$ cat src/rtl/regfile_wb_arbiter.sv
// Arbitrates two writeback requesters (A: ALU, B: load return) onto the register-file write port.
// Build option: define WB_ARB_RR_EN for round-robin between contending ports; default is fixed A-over-B priority.
module regfile_wb_arbiter #(
  parameter int unsigned DWIDTH = 32
) (
  input  logic              clk,
  input  logic              rst,
  input  logic              a_valid_i,
  input  logic [4:0]        a_rd_i,
  input  logic [DWIDTH-1:0] a_data_i,
  output logic              a_ready_o,
  input  logic              b_valid_i,
  input  logic [4:0]        b_rd_i,
  input  logic [DWIDTH-1:0] b_data_i,
  output logic              b_ready_o,
  output logic [4:0]        rd_o,
  output logic [DWIDTH-1:0] datawb_o,
  output logic              regwren_o,
  output logic              busy_o
);

  localparam int unsigned RW = 5;
  localparam int unsigned NP = 2;
  localparam int unsigned CW = 2;
  localparam int unsigned DEPTH = 2;

  logic [NP-1:0]     in_valid;
  logic [RW-1:0]     in_rd   [NP];
  logic [DWIDTH-1:0] in_data [NP];

  logic [RW-1:0]     mem_rd   [NP][DEPTH];
  logic [DWIDTH-1:0] mem_data [NP][DEPTH];
  logic              wptr [NP];
  logic              rptr [NP];
  logic [CW-1:0]     cnt  [NP];

  logic [NP-1:0]     full;
  logic [NP-1:0]     nonempty;
  logic [NP-1:0]     push;
  logic [NP-1:0]     pop;
  logic [RW-1:0]     head_rd   [NP];
  logic [DWIDTH-1:0] head_data [NP];
  logic              gnt_a;
  logic              gnt_b;
  logic [RW-1:0]     sel_rd;
  logic [DWIDTH-1:0] sel_data;

  // Port 0 is A, port 1 is B.
  always_comb begin
    in_valid   = {b_valid_i, a_valid_i};
    in_rd[0]   = a_rd_i;
    in_rd[1]   = b_rd_i;
    in_data[0] = a_data_i;
    in_data[1] = b_data_i;
  end

  // Ready depends only on registered occupancy, so a full FIFO refuses even while popping.
  always_comb begin
    full     = '0;
    nonempty = '0;
    push     = '0;
    for (int p = 0; p < NP; p++) begin
      full[p]      = (cnt[p] == CW'(DEPTH));
      nonempty[p]  = (cnt[p] != '0);
      push[p]      = in_valid[p] && !full[p];
      head_rd[p]   = mem_rd[p][rptr[p]];
      head_data[p] = mem_data[p][rptr[p]];
    end
  end

`ifdef WB_ARB_RR_EN
  // last_b set means B takes the next contended slot; reset 0 hands A the first one.
  logic last_b;

  always_ff @(posedge clk or negedge rst) begin
    if (!rst) begin
      last_b <= 1'b0;
    end else if (&nonempty) begin
      last_b <= !last_b;
    end
  end

  always_comb begin
    gnt_b = nonempty[1] && (!nonempty[0] || last_b);
    gnt_a = nonempty[0] && !gnt_b;
  end
`else
  always_comb begin
    gnt_a = nonempty[0];
    gnt_b = nonempty[1] && !nonempty[0];
  end
`endif

  always_comb begin
    pop      = {gnt_b, gnt_a};
    sel_rd   = gnt_b ? head_rd[1]   : head_rd[0];
    sel_data = gnt_b ? head_data[1] : head_data[0];
  end

  always_ff @(posedge clk or negedge rst) begin
    if (!rst) begin
      for (int p = 0; p < NP; p++) begin
        wptr[p] <= 1'b0;
        rptr[p] <= 1'b0;
        cnt[p]  <= '0;
      end
    end else begin
      for (int p = 0; p < NP; p++) begin
        if (push[p]) wptr[p] <= !wptr[p];
        if (pop[p])  rptr[p] <= !rptr[p];
        cnt[p] <= cnt[p] + CW'(push[p]) - CW'(pop[p]);
      end
    end
  end

  // Storage needs no reset: occupancy alone decides what is valid.
  always_ff @(posedge clk) begin
    for (int p = 0; p < NP; p++) begin
      if (push[p]) begin
        mem_rd[p][wptr[p]]   <= in_rd[p];
        mem_data[p][wptr[p]] <= in_data[p];
      end
    end
  end

  // rd==0 entries still load the bus but never assert the write enable.
  always_ff @(posedge clk or negedge rst) begin
    if (!rst) begin
      rd_o      <= '0;
      datawb_o  <= '0;
      regwren_o <= 1'b0;
    end else if (gnt_a || gnt_b) begin
      rd_o      <= sel_rd;
      datawb_o  <= sel_data;
      regwren_o <= (sel_rd != '0);
    end else begin
      regwren_o <= 1'b0;
    end
  end

  assign a_ready_o = !full[0];
  assign b_ready_o = !full[1];
  assign busy_o    = (|nonempty) || regwren_o;

endmodule

$ cat config.mk
export PLATFORM = sky130hd
export DESIGN_NAME = regfile_wb_arbiter
export DESIGN_NICKNAME = d
export VERILOG_FILES = /design/src/rtl/regfile_wb_arbiter.sv
export SDC_FILE = /design/constraint.sdc
export NUM_CORES = 1
export LEC_CHECK = 0
export CORE_ASPECT_RATIO = 0.8
export CORE_MARGIN = 10
export CORE_UTILIZATION = 26
export DETAILED_ROUTE_END_ITERATION = 7
export GPL_TIMING_DRIVEN = 0
export PLACE_DENSITY = 0.56
export SLEW_MARGIN = 25
export SYNTH_ARGS = -nofsm -noshare
export SYNTH_HDL_FRONTEND = slang
export SYNTH_SLANG_ARGS = --single-unit
$ cat constraint.sdc
create_clock -name clk -period 5.4 [get_ports clk]
set_clock_uncertainty 0.15 [all_clocks]
set_input_delay 0.54 -clock clk [delete_from_list [all_inputs] [get_ports clk]]
set_output_delay 0.54 -clock clk [all_outputs]
set_load 0.05 [all_outputs]
== Word level (Yosys, flattened, before mapping) ==
Memories as Yosys holds them, arrays and structs flattened.
Cells that the tools add are included.
Cells by class
  $add $sub $neg: 4
  multiply operators: 0
  divide/modulo/power cells: 0
  magnitude comparators: 6
  eq/ne operators: 2
  shifts and indexed selects: 0
  multiplexer cells: 29
  bitwise operators: 4
  reductions and logical operators: 18
Operators by type and width (count)
  $mux 32: 9
  $mux 64: 2
  $demux 32 s1: 2
  $mux 5: 9
  $mux 10: 2
  $demux 5 s1: 2
  $ge 2x2->1 const B: 4
  $not 1->2: 4
  $logic_not 1->1: 7
  $logic_and 1x1->1: 5
  $reduce_bool 5->1: 1
  $add 2x1->2: 2
  $eq 2x2->1 const B: 2
  $lt 2x1->1 const B: 2
  $reduce_bool 2->1: 2
  $sub 2x1->2: 2
  $mux 1: 3
  $logic_or 1x1->1: 2
  $reduce_or 2->1: 1
Word-level totals
  register bits: 46
  latch bits: 0
  bits in writable memories: 148
  bits in read-only memories: 0
  bits of input ports: 78
  logic and storage cells: 74
  memories kept: 2
Memories
  mem_data: words 2, bits a word 64, read ports 2, clocked after Yosys merged registers in 0, write ports 2, line 32  | logic [DWIDTH-1:0] mem_data [NP][DEPTH];
  mem_rd: words 2, bits a word 10, read ports 2, clocked after Yosys merged registers in 0, write ports 2, line 31  | logic [RW-1:0] mem_rd [NP][DEPTH];

== Depth between registers and ports, before layout ==
Gate-level depths: netlist (run 1).
  depth in word-level cells: 7
  mapped depth: 8
  depth with buffers taken out: 7

== Least setup slack after synthesis (run 1) ==
OpenSTA, ideal clock, no wires.
  path kind: register to register
  from: register cnt[0] in the netlist's numbering
  to: memory mem_data[0][100] in the netlist's numbering, enable pin
  library setup time: 0.431 ns
  arrival: 2.628 ns
  required time: 4.819 ns
  setup slack: 2.190 ns
  stages on the path, launching flop included: 4
  clock period less this slack: 3.210 ns
  cell sequence: dfrtp_1 -> nand2b_1 -> nand2_1 -> nor2_1
RTL lines
  from (decl): line 35  | logic [CW-1:0] cnt [NP];
  from (signal, indexed assignment): line 111  | cnt[p] <= cnt[p] + CW'(push[p]) - CW'(pop[p]);
  to (decl): line 32

== Final worst setup path (run 1) ==
  from: register cnt[3] in the netlist's numbering
  to: output port busy_o
Between the ends
  cells in the longest elaborated chain, start to end: 3
Ends and longest elaborated chain
  $reduce_bool 2->1: line 64  | nonempty[p] = (cnt[p] != '0);
  $reduce_or 2->1: line 143  | assign busy_o = (|nonempty) || regwren_o;
  $logic_or 1x1->1: line 143
  to (decl): line 19  | output logic busy_o
Every way passes these cells.

==> results of run 1 <==
## area by class of cell
class,count,area (sq um)
antenna,1,2.50
tap,364,455
buffer,25,166
inverter,1,3.75
multi-input combinational,220,1580
clock inverter,12,181
clock buffer,20,447
timing repair buffer,123,1280
fill,2612,17800
sequential,194,5600
## power by group through the flow
stage          sequential [W]  combinational [W]  clock (W)
6_report              0.00222            0.00202    0.00135
3_3_place_gp          0.00225            0.00198          0
5_1_grt               0.00226            0.00217    0.00143
4_1_cts               0.00222            0.00206    0.00138
2_1_floorplan         0.00268           0.000840          0
3_5_place_dp          0.00225            0.00205          0
## cell usage in the layout (no fill, tap or decap), drive strengths merged
master / netlist / final
clkdlybuf4s50: 0 / 117
nor2: 38 / 38
mux2i: 72 / 72
and3: 2 / 2
o21ai: 10 / 10
mux2: 2 / 2
a222oi: 1 / 1
bufinv: 0 / 4
a31oi: 1 / 1
nand3: 5 / 5
diode: 0 / 1
buf: 22 / 27
clkbuf: 3 / 23
ha: 2 / 2
dlygate4sd3: 0 / 1
a211oi: 32 / 32
edfxtp: 148 / 148
inv: 1 / 2
nand2: 10 / 10
xor2: 1 / 1
or2: 2 / 2
dfrtp: 46 / 46
or3: 1 / 1
nand2b: 3 / 3
clkinv: 0 / 7
and2: 1 / 1
xnor2: 5 / 5
a21oi: 32 / 32
## worst max-delay path: stages, from the launching register on
cell	delay (ps)
dfrtp_1	400
or2_1	230
buf_4	170
buf_6	160
or3_1	370
clkdlybuf4s50_1	720
## final timing paths
| path | depth (start not counted) | slack [ps] | to |
|---|---|---|---|
| min in group asynchronous | 2 | 550 | datawb_o[4]$_DFFE_PN0P_ |
| worst min-delay path | 2 | 340 | rd_o[1]$_DFFE_PN0P_ |
| worst max register to register | 8 | 3240 | cnt[1]$_DFF_PN0_ |
| max in group asynchronous | 2 | 4110 | datawb_o[27]$_DFFE_PN0P_ |
| worst min register to register | 2 | 340 | rd_o[1]$_DFFE_PN0P_ |
| worst max-delay path | 5 | 2240 | busy_o |
## registers in the layout, summed over array words and instances (netlist names)
| signal | cells |
|---|---|
| regwren_o | 1 |
| wptr | 2 |
| mem_data | 128 |
| mem_rd | 20 |
| rptr | 2 |
| rd_o | 5 |
| cnt | 4 |
| datawb_o | 32 |
## layer usage
metal / share of wire [%] / GRT usage (%)
met1: 49 / 13.6
met2: 46 / 16.0
met3: 5.3 / 3.35
met4: 0.65 / 3.05
met5: 0 / 0
## cell families after synthesis
kind of cell / share of synthesized area (%)
AO/OA/AOI/OAI: 6.37
XOR/XNOR: 0.717
flip-flops: 76.4
AND/OR/NAND/NOR: 3.71
buffers and inverters: 2.32
multiplexers: 10.1
adder cells (fa/ha/maj): 0.342
## per-stage QoR
stage | total power (W) | hold slack (ps) | setup slack [ps]
floorplan | 0.00352 | 94.4 | 2190
global placement | 0.00423 | 325 | 911
detailed placement | 0.00430 | 331 | 2680
CTS | 0.00566 | 346 | 2200
global route | 0.00586 | 390 | 2150
finish | 0.00558 | 342 | 2240
## timing repair
item / 4_1_cts / 5_1_grt
hold buffers: 1 / 0
hold endpoints to repair: 31 / 0
endpoints found under the setup margin: 0 / 0
==> metrics.md, run 1 <==
| Metric | Value |
|---|---|
| Status | `finished clean` |
| Mean area per synthesized cell | `16.6 sq um` |
| Grt total ovfl | `0` |
| Reg-to-Reg Start | `cnt[1]$_DFF_PN0_` |
| Placed cell area | `0.00907 sq mm` |
| Share of cells above drive strength 1 | `10.8%` |
| Worst skew pair latency | `roughly 430 ps` |
| Required time of the critical path | `4710 ps` |
| Final Hold Vio Count | `0` |
| Syn. warnings | `0` |
| Sequential power share | `a little under 40%` |
| Vias per cell | `~4.4` |
| Yosys reg bits | `194` |
| Syn_nets | `520` |
| Routed Antenna Nets | `0` |
| Core Util, Final | `between 30% and 40%` |
| Cells after Synth | `440` |
| DRT Wirelength | `roughly 18 mm` |
| Final Cycle Share | `between 50% and 60%` |
| Max cap viols | `0` |
| Library cells used by synthesis | `28` |
| Worst-path clk slew | `roughly 70 ps` |
| Critical path endpoint category | `output port` |
| Die W | `208 microns` |
| FFs w/ async S/R, synth | `23.7%` |
| Final max-slew violation count | `0` |
| Synth Cell Area | `~0.0073 sq mm` |
| Detailed Route Iter0 Violations | `198` |
| Routed length per instance | `19.1 microns` |
| Max VDD drop | `0.361 mV` |
| TritonCTS clock tree | `done` |
| Io pins | `119` |
| Gp weighted congestion | `0.764` |
| Top-area cell type share of the netlist area | `60.7%` |
| Post-synth top flop | `edfxtp_1` |
| Actual slew at the worst max-slew pin | `696 ps` |
| DRC violations left | `0` |
| Tmin final | `between 3000 and 4000 ps` |
| Largest net degree at the start of global routing | `47` |
| Die ar. | `between 0.03 and 0.04 sq mm` |
| First drt pass iteration count | `6` |
| Core Area | `0.0275 sq mm` |
| Crit path DAT | `2470 ps` |
| Leak | `3.54 nW` |
| Area delta synth->final | `32.6%` |
| Gate power share | `36.1%` |
| Post-DP HPWL | `13.2 mm` |
| First-pass GRT wire length | `27.8 mm` |
| # rows | `54` |
| Largest area contributor in the netlist | `edfxtp_1` |
| Total number of vias | `4258` |
| Clock power frac | `between 20% and 30%` |
| Nets@finish | `approximately 660` |
| H-Tree Depth | `4` |
| Starting density of the core | `between 20% and 30%` |
| Int Pwr | `approximately 0.0036 W` |
| Non-Filler Instances | `960` |
| Most frequent cell after synthesis | `edfxtp_1` |
| Area contributors post-synth | `edfxtp_1 (61%), dfrtp_1 (16%), mux2i_1 (9.8%), a211oi_1 (3.3%), a21oi_1 (2.2%)` |
| Worst Path Max Fanout | `10` |
| Crit path from | `cnt[3]$_DFF_PN0_` |
| Number of synthesized flops with an enable pin | `148` |
| Total net switching power | `0.00202 W` |
| Commonest cells in the netlist | `edfxtp_1 (148), mux2i_1 (72), dfrtp_1 (46), nor2_1 (36)` |
| Setup violators final | `0` |
| Clk sinks | `194` |
| Fin area | `0.00971 sq mm` |
| Worst Setup Start Kind | `flop` |
| Number of setup buffers added after CTS | `0` |
| Initial antenna violation count | `1` |
| Vias in the first global route | `4610` |
| Pwr Density | `~570 mW/mm^2` |
| Worst Hold Launch | `rd_o[1]$_DFFE_PN0P_` |
| Worst min path class | `reg -> reg` |
| Worst slew margin | `53.5%` |
| Setup CP Type | `reg -> out` |
| Switching Fraction | `a little over a third` |
| RSZ-0062 raised after global routing | `no` |
| Num CTS Buffers | `17` |
| Sequential area share after synthesis | `76.4%` |
| Die extent in y | `roughly 170 microns` |
| Max Freq | `0.316 GHz` |
| Final setup TNS | `0 ps` |
| CTS max path bufs | `2` |
| Root buf cell | `clkbuf_16` |
| Placed Instances | `about 900` |
| Port Buffers | `118` |
| Post-cts resize count | `0` |
| Total GRT Usage | `10.4%` |
Note: power is estimated with default switching activity, not from simulation.
==> run 2, diff against run 1 <==
Clock period 5.4 ns to 3 ns, I/O delays scaled along.
==> run 2 against run 1 <==
Against the previous run: die area is the same; power increased by 79%; sequential power is 80% higher; sequential share of layout area up 0.059 points; largest cell class unchanged; critical endpoint unchanged; wire length shrank 2.8%.
==> metrics.md, run 2 (same netlist as run 1, synthesis figures left out) <==
| Metric | Value |
|---|---|
| Vias per cell | `4.37 (was 4.44)` |
| Post-DP HPWL | `13.1 mm (was 13.2 mm)` |
| Fin Hold WS | `290 ps (was 342 ps)` |
| DRC violations left | `0 (unchanged)` |
| Final max-slew violation count | `0 (unchanged)` |
| Leak | `3.53 nW (was 3.54 nW)` |
| Diodes inserted | `0 (was 1)` |
| Share of cells above drive strength 1 | `10.8% (unchanged)` |
| Max cap viols | `0 (unchanged)` |
| Number of setup buffers added after CTS | `0 (unchanged)` |
| Largest net degree at the start of global routing | `47 (unchanged)` |
| Required time of the critical path | `2550 ps (was 4710 ps)` |
| Io pins | `119 (unchanged)` |
| Worst skew pair latency | `440 ps (was 430 ps)` |
| TritonCTS clock tree | `done (unchanged)` |
| Die ar. | `0.0353 sq mm (unchanged)` |
| # rows | `54 (unchanged)` |
| Die extent in y | `170 microns (unchanged)` |
| Commonest cells after routing, fill and taps aside | `edfxtp_1 (148), clkdlybuf4s50_1 (116), mux2i_1 (72), dfrtp_1 (46), nor2_1 (34) (was edfxtp_1 (148), clkdlybuf4s50_1 (117), mux2i_1 (72), dfrtp_1 (46), nor2_1 (34))` |
| Routed Antenna Nets | `0 (unchanged)` |
| Actual slew at the worst max-slew pin | `748 ps (was 696 ps)` |
| Gp weighted congestion | `0.776 (was 0.764)` |
| Setup violators final | `0 (unchanged)` |
| Core Area | `0.0275 sq mm (unchanged)` |
| Critical path's slowest cell | `dfrtp_1 (was clkdlybuf4s50_1)` |
| Final Hold Vio Count | `0 (unchanged)` |
| Worst min path class | `in -> reg (was reg -> reg)` |
| First-pass GRT wire length | `27.0 mm (was 27.8 mm)` |
| Worst slew margin | `50.0% (was 53.5%)` |
| Status | `finished clean (unchanged)` |
| Port Buffers | `118 (unchanged)` |
| Pwr Density | `1030 mW/mm^2 (was 575 mW/mm^2)` |
| R2R cell count | `8 (unchanged)` |
| Setup CP Type | `reg -> out (unchanged)` |
| Worst Setup Start Kind | `flop (unchanged)` |
| Worst Path Max Fanout | `10 (unchanged)` |
| Nets@finish | `662 (unchanged)` |
| First drt pass iteration count | `5 (was 6)` |
| Total number of vias | `4191 (was 4258)` |
| Routed length per instance | `18.6 microns (was 19.1 microns)` |
| Max Freq | `0.394 GHz` |
| Area delta synth->final | `32.5% (was 32.6%)` |
| Grt total ovfl | `0 (unchanged)` |
| Worst-path clk slew | `70 ps (about the same)` |
| DRT Wirelength | `17.8 mm (was 18.3 mm)` |
| Critical path endpoint category | `output port (unchanged)` |
| Tmin final | `around 2500 ps` |
| Die W | `208 microns (unchanged)` |
| Crit path DAT | `2090 ps (was 2470 ps)` |
| Starting density of the core | `26.6% (unchanged)` |
| Detailed Route Iter0 Violations | `172 (was 198)` |
| RSZ-0062 raised after global routing | `no (unchanged)` |
| Vias in the first global route | `4560 (was 4610)` |
| CTS max path bufs | `2 (unchanged)` |
| Max VDD drop | `0.741 mV (was 0.361 mV)` |
| Total GRT Usage | `10.1% (was 10.4%)` |
| Crit path cell chain | `or2_1, buf_4, buf_6, or3_1, dlymetal6s2s_1 (was or2_1, buf_4, buf_6, or3_1, clkdlybuf4s50_1)` |
| Core Util, Final | `35.3% (about the same)` |
| H-Tree Depth | `4 (unchanged)` |
| Hold Path Depth | `1 (was 2)` |
| Final Cycle Share | `84.7%` |
| Max reg flops | `128 (unchanged)` |
| Final setup TNS | `0 ps (unchanged)` |
| Root buf cell | `clkbuf_16 (unchanged)` |
| Commonest non-fill, non-tap cell in the layout | `edfxtp_1 (unchanged)` |
| Initial antenna violation count | `0 (was 1)` |
| Critical path's largest stage delay | `410 ps (was 720 ps)` |
| Clk sinks | `194 (unchanged)` |
| Num CTS Buffers | `17 (unchanged)` |
run 2: worst paths after layout:
check	slack (ps)	endpoint	from
worst max-delay path	460	busy_o	cnt[3]$_DFF_PN0_
min in group asynchronous	310	rd_o[3]$_DFFE_PN0P_	rst
worst min register to register	340	rd_o[1]$_DFFE_PN0P_	rd_o[1]$_DFFE_PN0P_
worst min-delay path	290	mem_data[0][11]$_DFFE_PP_	a_data_i[11]
worst max register to register	890	cnt[1]$_DFF_PN0_	cnt[1]$_DFF_PN0_
max in group asynchronous	1960	datawb_o[17]$_DFFE_PN0P_	rst
run 2: timing repair:
item / in CTS / in global routing
endpoints found under the hold margin: 46 / 0
hold buffers: 1 / 0
gates resized for setup: 0 / 1
setup endpoints to repair: 0 / 1
run 2: power breakdown:
group	leakage (nW)	internal, W	switching, W
Sequential	1.91	0.00368	0.000306
Clock	0.299	0.00140	0.000997
Combinational	1.33	0.00131	0.00230
run 2: layer usage:
metal / global-route usage (%) / wire length, microns / vias up
met3: 3.73 / 1010 / 17
li1: - / - / 1951
met5: 0 / 0 / -
met1: 13.1 / 8600 / 2114
met2: 15.6 / 8050 / 109
met4: 3.11 / 172 / 0
run 2: final cells by class:
class | instances | area (sq um)
clock buffers | 20 | 437
clock inverters | 12 | 181
multi-input cells | 220 | 1580
flip-flops and latches | 194 | 5600
inverters | 1 | 3.75
well taps | 364 | 455
repair buffers | 123 | 1290
fillers | 2613 | 17800
plain buffers | 25 | 166
run 2: through the flow:
stage	area, sq um	worst slack, ps	instances	total power, W
after global routing	9700	365	959	0.0105
after floorplan	7330	397	440	0.00633
after detailed placement	9070	509	926	0.00772
after CTS	9700	19.2	959	0.0101
after global placement	8970	-157	922	0.00758
final	9700	459	959	0.0100
run 2: critical path, delay by kind of cell (launching register included):
family | cells | cell delay, ps
flip-flops | 1 | 410
buffers and inverters | 3 | 650
AND/OR/NAND/NOR | 2 | 600
